### config.mk
export PLATFORM = sky130hd
export DESIGN_NAME = axi_wr_arbiter
export DESIGN_NICKNAME = d
export VERILOG_FILES = /design/src/rtl/axi_wr_arb_pkg.sv /design/src/rtl/axi_wr_arbiter_rr_arb2.sv /design/src/rtl/axi_wr_arbiter.sv
export SDC_FILE = /design/constraint.sdc
export NUM_CORES = 1
export LEC_CHECK = 0
export BUFFER_PORTS_ARGS = -buffer_cell sky130_fd_sc_hd__buf_2
export CAP_MARGIN = 20
export CORE_AREA = 2 2 39 41
export DETAILED_ROUTE_END_ITERATION = 12
export DIE_AREA = 0 0 41 43
export GPL_TIMING_DRIVEN = 1
export PLACE_DENSITY_LB_ADDON = 0.12
export SLEW_MARGIN = 20
export SYNTH_ARGS = -nofsm -noshare
export SYNTH_HDL_FRONTEND = slang
export SYNTH_SLANG_ARGS = --single-unit
### constraint.sdc
create_clock -name clk -period 1.8 [get_ports clk]
set_input_delay 0.09 -clock clk [delete_from_list [all_inputs] [get_ports clk]]
set_output_delay 0.09 -clock clk [all_outputs]
set_load 0.02 [all_outputs]
### src/rtl/axi_wr_arb_pkg.sv
// Shared types and constants for the AXI write-path arbiter.
// The optional watchdog is enabled with the AXI_WR_TIMEOUT_EN macro.
package axi_wr_arb_pkg;

    typedef enum logic [1:0] {
        WA_IDLE,
        WA_ADDR,
        WA_DATA,
        WA_RESP
    } wa_state_t;

    localparam logic [1:0] MSEL_NONE = 2'd0;
    localparam logic [1:0] MSEL_M1   = 2'd1;
    localparam logic [1:0] MSEL_M2   = 2'd2;

    // Owner index for the W/B muxes from a one-hot grant.
    function automatic logic [1:0] gnt_to_msel(input logic [1:0] gnt);
        logic [1:0] msel;
        msel = MSEL_NONE;
        if (gnt[0]) begin
            msel = MSEL_M1;
        end else if (gnt[1]) begin
            msel = MSEL_M2;
        end
        return msel;
    endfunction

endpackage

### src/rtl/axi_wr_arbiter_rr_arb2.sv
// Two-input combinational round-robin pick.
// ptr_i = 0 prefers req_i[0] (M1), ptr_i = 1 prefers req_i[1] (M2).
module rr_arb2 (
    input  logic [1:0] req_i,
    input  logic       ptr_i,
    output logic [1:0] gnt_o
);

    // A lone requester wins outright; a tie goes to the preferred side.
    always_comb begin
        gnt_o = 2'b00;
        if (req_i == 2'b11) begin
            gnt_o = ptr_i ? 2'b10 : 2'b01;
        end else begin
            gnt_o = req_i;
        end
    end

endmodule

### src/rtl/axi_wr_arbiter.sv
// Write-path arbiter/sequencer: grants M1 or M2 ownership from AW through
// W-last to the B handshake and drives the W/B mux select and lock.
// Optional watchdog on DATA/RESP is built when AXI_WR_TIMEOUT_EN is defined.
module axi_wr_arbiter
    import axi_wr_arb_pkg::*;
#(
    parameter int unsigned TIMEOUT_CYCLES = 1024,
    parameter int unsigned NUM_REQ        = 2
) (
    input  logic               clk,
    input  logic               rst,
    input  logic [NUM_REQ-1:0] awvalid_req_i,
    input  logic               aw_hs_i,
    input  logic               w_last_hs_i,
    input  logic               b_hs_i,
    output logic [1:0]         grant_o,
    output logic [1:0]         master_sel_o,
    output logic               lock_o,
    output logic               timeout_o
);

    wa_state_t  state_q, state_d;
    logic [1:0] grant_q, grant_d;
    logic [1:0] msel_q, msel_d;
    logic       wdone_q, wdone_d;
    logic       rr_ptr_q, rr_ptr_d;
    logic [1:0] pick_gnt;
    logic       release_txn;
    logic       expire;

    rr_arb2 u_rr_arb2 (
        .req_i (awvalid_req_i),
        .ptr_i (rr_ptr_q),
        .gnt_o (pick_gnt)
    );

    // Next-state and registered-output logic for the write ownership FSM.
    always_comb begin
        state_d     = state_q;
        grant_d     = grant_q;
        msel_d      = msel_q;
        wdone_d     = wdone_q;
        rr_ptr_d    = rr_ptr_q;
        release_txn = 1'b0;
        case (state_q)
            WA_IDLE: begin
                if (|awvalid_req_i) begin
                    state_d = WA_ADDR;
                    grant_d = pick_gnt;
                    msel_d  = gnt_to_msel(pick_gnt);
                end
            end
            WA_ADDR: begin
                if (aw_hs_i) begin
                    state_d = (wdone_q || w_last_hs_i) ? WA_RESP : WA_DATA;
                end else if (w_last_hs_i) begin
                    // Write data finished ahead of the address.
                    wdone_d = 1'b1;
                end
            end
            WA_DATA: begin
                if (w_last_hs_i) begin
                    state_d = WA_RESP;
                end
            end
            WA_RESP: begin
                if (b_hs_i) begin
                    release_txn = 1'b1;
                end
            end
            default: begin
                state_d = WA_IDLE;
            end
        endcase
        // Completion and watchdog expiry both drop ownership and rotate priority.
        if (release_txn || expire) begin
            state_d  = WA_IDLE;
            grant_d  = 2'b00;
            msel_d   = MSEL_NONE;
            wdone_d  = 1'b0;
            rr_ptr_d = grant_q[0];
        end
    end

    // FSM state and output registers.
    always_ff @(posedge clk or negedge rst) begin
        if (!rst) begin
            state_q  <= WA_IDLE;
            grant_q  <= 2'b00;
            msel_q   <= MSEL_NONE;
            wdone_q  <= 1'b0;
            rr_ptr_q <= 1'b0;
        end else begin
            state_q  <= state_d;
            grant_q  <= grant_d;
            msel_q   <= msel_d;
            wdone_q  <= wdone_d;
            rr_ptr_q <= rr_ptr_d;
        end
    end

`ifdef AXI_WR_TIMEOUT_EN
    localparam int unsigned CNT_W = $clog2(TIMEOUT_CYCLES + 1);

    logic [CNT_W-1:0] cnt_q, cnt_d;
    logic             timeout_q;
    logic             in_wait;
    logic             progress;

    assign in_wait  = (state_q == WA_DATA) || (state_q == WA_RESP);
    assign progress = ((state_q == WA_DATA) && w_last_hs_i) ||
                      ((state_q == WA_RESP) && b_hs_i);
    // Expire on the cycle the count would reach the limit, unless the phase completes.
    assign expire   = in_wait && !progress &&
                      (cnt_q == CNT_W'(TIMEOUT_CYCLES - 1));

    // Watchdog count: restart on entering DATA/RESP, saturating increment while waiting.
    always_comb begin
        cnt_d = cnt_q;
        if (((state_d == WA_DATA) || (state_d == WA_RESP)) && (state_d != state_q)) begin
            cnt_d = '0;
        end else if (in_wait && (cnt_q != CNT_W'(TIMEOUT_CYCLES))) begin
            cnt_d = cnt_q + CNT_W'(1);
        end
    end

    // Watchdog counter and one-cycle expiry pulse.
    always_ff @(posedge clk or negedge rst) begin
        if (!rst) begin
            cnt_q     <= '0;
            timeout_q <= 1'b0;
        end else begin
            cnt_q     <= cnt_d;
            timeout_q <= expire;
        end
    end

    assign timeout_o = timeout_q;
`else
    logic [31:0] unused_timeout_cfg;

    assign unused_timeout_cfg = 32'(TIMEOUT_CYCLES);
    assign expire             = 1'b0;
    assign timeout_o          = 1'b0;
`endif

    assign grant_o      = grant_q;
    assign master_sel_o = msel_q;
    assign lock_o       = (state_q != WA_IDLE);

endmodule

### Word-level counts from Yosys, hierarchy flattened

Index checks and enable logic that the tools add are counted.

* output and inout port bits: 6
* logic and storage cells: 47
* flip-flop bits (word level): 8

* equality and inequality tests: 8
* reductions and logical operators: 12
* muxes and demuxes: 22

Operators with widths (number)
* two-way mux 2 bit: 14
* nonzero test 2 bit: 5
* != test 3 bit, second input constant: 3
* two-way mux 1 bit: 7
* equality test 2 bit, second input constant: 3
* one-hot mux 2 bit (3 select lines): 1
* AND reduction 4 bit: 1
* nonzero test 4 bit: 1
* AND reduction 3 bit: 1
* equality test 2 x 1 -> 1 bit, second input constant: 1
* logical NOT 2 bit: 1
* != test 2 x 1 -> 1 bit, second input constant: 1
* AND reduction 2 bit: 1
* OR reduction 2 bit: 1
* logical OR 1 bit: 1

### Longest topological paths before layout

* word-level depth: 7
* gate-level depth with buffers: 5

### Cells and area by module

A second synthesis with hierarchy kept.

* cell total of the unflattened synthesis: 47
* area total of the unflattened synthesis: 457.9 um^2

By module, submodules not included
* axi_wr_arbiter: instances 1, cells an instance 44, sequential area each 175.2 um^2, area each 439.2 um^2
* rr_arb2: instances 1, cells an instance 3, sequential area each 0.0 um^2, area each 18.8 um^2

### Least setup slack after synthesis

Ideal clock, no wire load.

* path type: register -> register
* start: register state_q[0]
* end: register state_q[0]
* stages on the path, launching flop included: 6
* required time: 1721 ps
* buffers on the path: 0
* setup time: 79 ps
* arrival time: 1283 ps
* path slack: 437 ps
* path through: dfrtp_1 > inv_1 > ha_1 > nor3b_4 > nor4_4 > mux2i_1

* cells in the longest elaborated chain, start to end: 4

RTL lines
* start, declared: RTL line axi_wr_arbiter.sv:22 `wa_state_t state_q, state_d;`
* start signal, assigned: RTL line axi_wr_arbiter.sv:94 `state_q <= state_d;`
* equality test 2 bit: RTL line axi_wr_arbiter.sv:45 `case (state_q)`
* two-way mux 1 bit: RTL line axi_wr_arbiter.sv:45
* != test 3 bit (no source line) / nonzero test 4 bit (equally long branches)
* AND reduction 4 bit (no source line)

Parallel ways exist; a longest one is shown, timed or not.
A chain may end at the register's enable or synchronous reset.

### Final worst setup path

* start: register state_q[0]
* end: register state_q[1]

The elaborated chain is that of the path after synthesis.

==> flow_summary.toml <==
[outcome]
status = "finished clean"

[clock_network]
cts_tree = "done"
clockBufferDepth = 2
numCtsBuffers = 3
cts_sinks = 7
cts-root-buf = "clkbuf_4"
ctsHtreeMaxLevel = 1
insertion_delay_ns = 0.25
clk_pin_slew_ns = 0.05
post_cts_buffers = 0
cts.repair.resized = 0

[pwr]
powerDensity_nw_per_um2 = 1780
pwr-share-seq_pct = 29.4
combPwrFrac_pct = 56.4
clockPowerShare_pct = 14.2
p_leak_nw = 0.280
power.share.switching_pct = 41.7
irDropWorstVdd_v = 0.000499
switchingPower_mw = 0.409
internal_power_mw = 0.572

[synthesis]
synth_largest_area_cell = "dfrtp_1"
avgSynthCellArea_um2 = 10.1
yosysSeqAreaShare_pct = 38.6
synth_warnings = 0
ys_types = 20
synth_area_um2 = 454
syn_inst = 45
yosys.area.top_type_share_pct = 38.6
syn-num-nets = 56
ys_ff_latch = 7
synth_top_cells_by_area = "dfrtp_1 (39%), ha_1 (11%), nand2_1 (7.4%)"

[sta]
clock_skew_ns = 0.00445
rsz0062_at_grt = "no"
whs_ns = 0.0698
hold_viol = 0
setup_tns_ns = 0
maxSlewViolCount = 0
fmax_mhz = 667
fin_crit_sh_pct = 83.3
setup_viol = 0
fin_crit_ns = 1.50

[route]
vias = 340
via_per_inst = 4.53
drt-total-wl_um = 825
wl_met1_um = 390
routedWlPerCell_um = 11.0
wl_met3_um = 27
dr.pass1.iters = 3
maxUsedRoutingLayer = "met3"
drc = 0
wl_met2_um = 408
drt-initial-drc-count = 4
postRouteAntennaNets = 0

[critical_path]
cp_cell_sequence = "inv_1 > ha_1 > nor3b_4 > nor4_4 > mux2i_1"
required_ns = 1.96
worstPathArrival_ns = 1.67
start_kind = "flip-flop"
crit_slowest_cell = "dfrtp_1"
critPathMaxFanout = 6
cp_top_family = "simple AND/OR/NAND/NOR gates"
crit_type = "reg -> reg"
slowest_delay_ns = 0.39
endpoint_kind = "flip-flop"
critPathBufInv = 1

[die]
start_util_pct = 32.8
die_x_um = 41
rows = 14
io-pin-count = 13
die_h_um = 43
core_um2 = 1380
dieArea_um2 = 1760

[finish]
design_area_um2 = 551
final_layout_size_suffix_gt1_share_pct = 30.5
fin_nets = 71
fin_cells = 75
synthToLayoutAreaGrowth_pct = 21.2
num_antenna_cells = 0
multi_input_comb_area_um2 = 245
seq_area_um2 = 175
fillers = 153

[place]
gp_congestion = 0.714
dp_cells = 70
dpl_cell_area_um2 = 514
place.port_buffers = 11
dpl.hpwl_um = 665

[min_path]
worstHoldPathType = "in -> reg"

[grt]
grt-ovfl-total = 0
antenna_found_initial = 0
grt_pass1_wl_um = 1390
grt_max_degree = 8
grt_pass1_vias = 361
track_usage_pct = 11.9

[flow_run]
maxCapViolCount = 0
-- layout make-up --
class | instances | area share [%]
multi-input cells | 31 | 44.5
flip-flops and latches | 7 | 31.8
clock buffers | 4 | 4.77
repair buffers | 12 | 11.8
well taps | 16 | 3.64
inverters | 5 | 3.41
-- placed cells by master, fill, tap and decap left out --
| master | synthesis | routed |
|---|---|---|
| mux2i_1 | 2 | 2 |
| a21oi_1 | 3 | 3 |
| conb_1 | 1 | 1 |
| nand2_1 | 9 | 9 |
| nor3_1 | 1 | 1 |
| dlygate4sd3_1 | 0 | 1 |
| ha_1 | 4 | 4 |
| inv_1 | 5 | 5 |
| nor3b_4 | 1 | 1 |
| a21boi_1 | 1 | 1 |
| clkbuf_1 | 0 | 1 |
| a21boi_0 | 1 | 1 |
| buf_2 | 0 | 11 |
| nor2b_4 | 1 | 1 |
| clkbuf_4 | 0 | 3 |
| nor2b_1 | 1 | 1 |
| dfrtp_1 | 7 | 7 |
| mux2_2 | 1 | 1 |
| a32o_1 | 1 | 1 |
| a21o_1 | 1 | 1 |
| o21ai_0 | 1 | 1 |
| nor4_4 | 1 | 1 |
| a32oi_1 | 1 | 1 |
-- worst paths after layout --
path                                             start  slack [ns]                     endpoint  cells after the start
worst max-delay path            state_q[0]$_DFFE_PN0P_        0.30       state_q[1]$_DFFE_PN0P_                      5
worst min-delay path                            b_hs_i        0.07       grant_o[0]$_DFFE_PN0P_                      2
worst max register to register  state_q[0]$_DFFE_PN0P_        0.30       state_q[1]$_DFFE_PN0P_                      5
worst min register to register     wdone_q$_DFFE_PN0P_        0.52          wdone_q$_DFFE_PN0P_                      2
max in group asynchronous                          rst        1.43          wdone_q$_DFFE_PN0P_                      2
min in group asynchronous                          rst        0.21  master_sel_o[1]$_DFFE_PN0P_                      2
-- registers in the layout (all words and copies together), names as in the netlist --
register      flops
grant_o           2
wdone_q           1
state_q           2
rr_ptr_q          1
master_sel_o      1
-- Yosys cell counts --
cell,number
nor4_4,1
conb_1,1
inv_1,5
buf_4,2
a21boi_0,1
nor3b_4,1
a21o_1,1
nor3_1,1
mux2_2,1
a32oi_1,1
ha_1,4
a21oi_1,3
a32o_1,1
o21ai_0,1
a21boi_1,1
nor2b_1,1
dfrtp_1,7
nor2b_4,1
nand2_1,9
mux2i_1,2
-- power groups by stage --
stage	Clock (mW)	Combinational [mW]	Sequential, mW
after global routing	0.155	0.622	0.301
after global placement	0	0.563	0.290
after floorplan	0	0.411	0.317
final	0.139	0.553	0.288
after CTS	0.145	0.565	0.288
after detailed placement	0	0.561	0.291
-- cell families after synthesis --
| family | synth area share (%) |
|---|---|
| AOI/OAI and AO/OA | 13.5 |
| DFF | 38.6 |
| muxes | 6.89 |
| buffers and inverters | 7.44 |
| and+or+nand+nor | 21.8 |
| other | 0.826 |
| adders and majority gates | 11.0 |
-- worst register-to-register path, cell delays in order, from the launching register on --
cell     delay, ns
dfrtp_1       0.39
inv_1         0.08
ha_1          0.26
nor3b_4       0.18
nor4_4        0.28
mux2i_1       0.23
-- metal layers --
layer	vias to the layer above	global-route usage, %
met3	0	1.57
met5	-	0
met2	6	16.9
met4	0	10.0
li1	176	-
met1	158	15.0
-- through the flow --
step,utilization [%],total power [mW],setup slack (ns)
2_1_floorplan,-,0.728,0.437
3_3_place_gp,37.2,0.853,0.326
4_1_cts,39.8,0.998,0.283
3_5_place_dp,37.2,0.852,0.294
6_report,39.8,0.981,0.300
5_1_grt,39.8,1.08,0.218
-- repair_timing --
item | 4_1_cts | 5_1_grt
hold endpoints to repair | 7 | 0
hold buffers | 1 | 0
endpoints found under the setup margin | 0 | 0
Note: power is estimated with default switching activity, not from simulation.
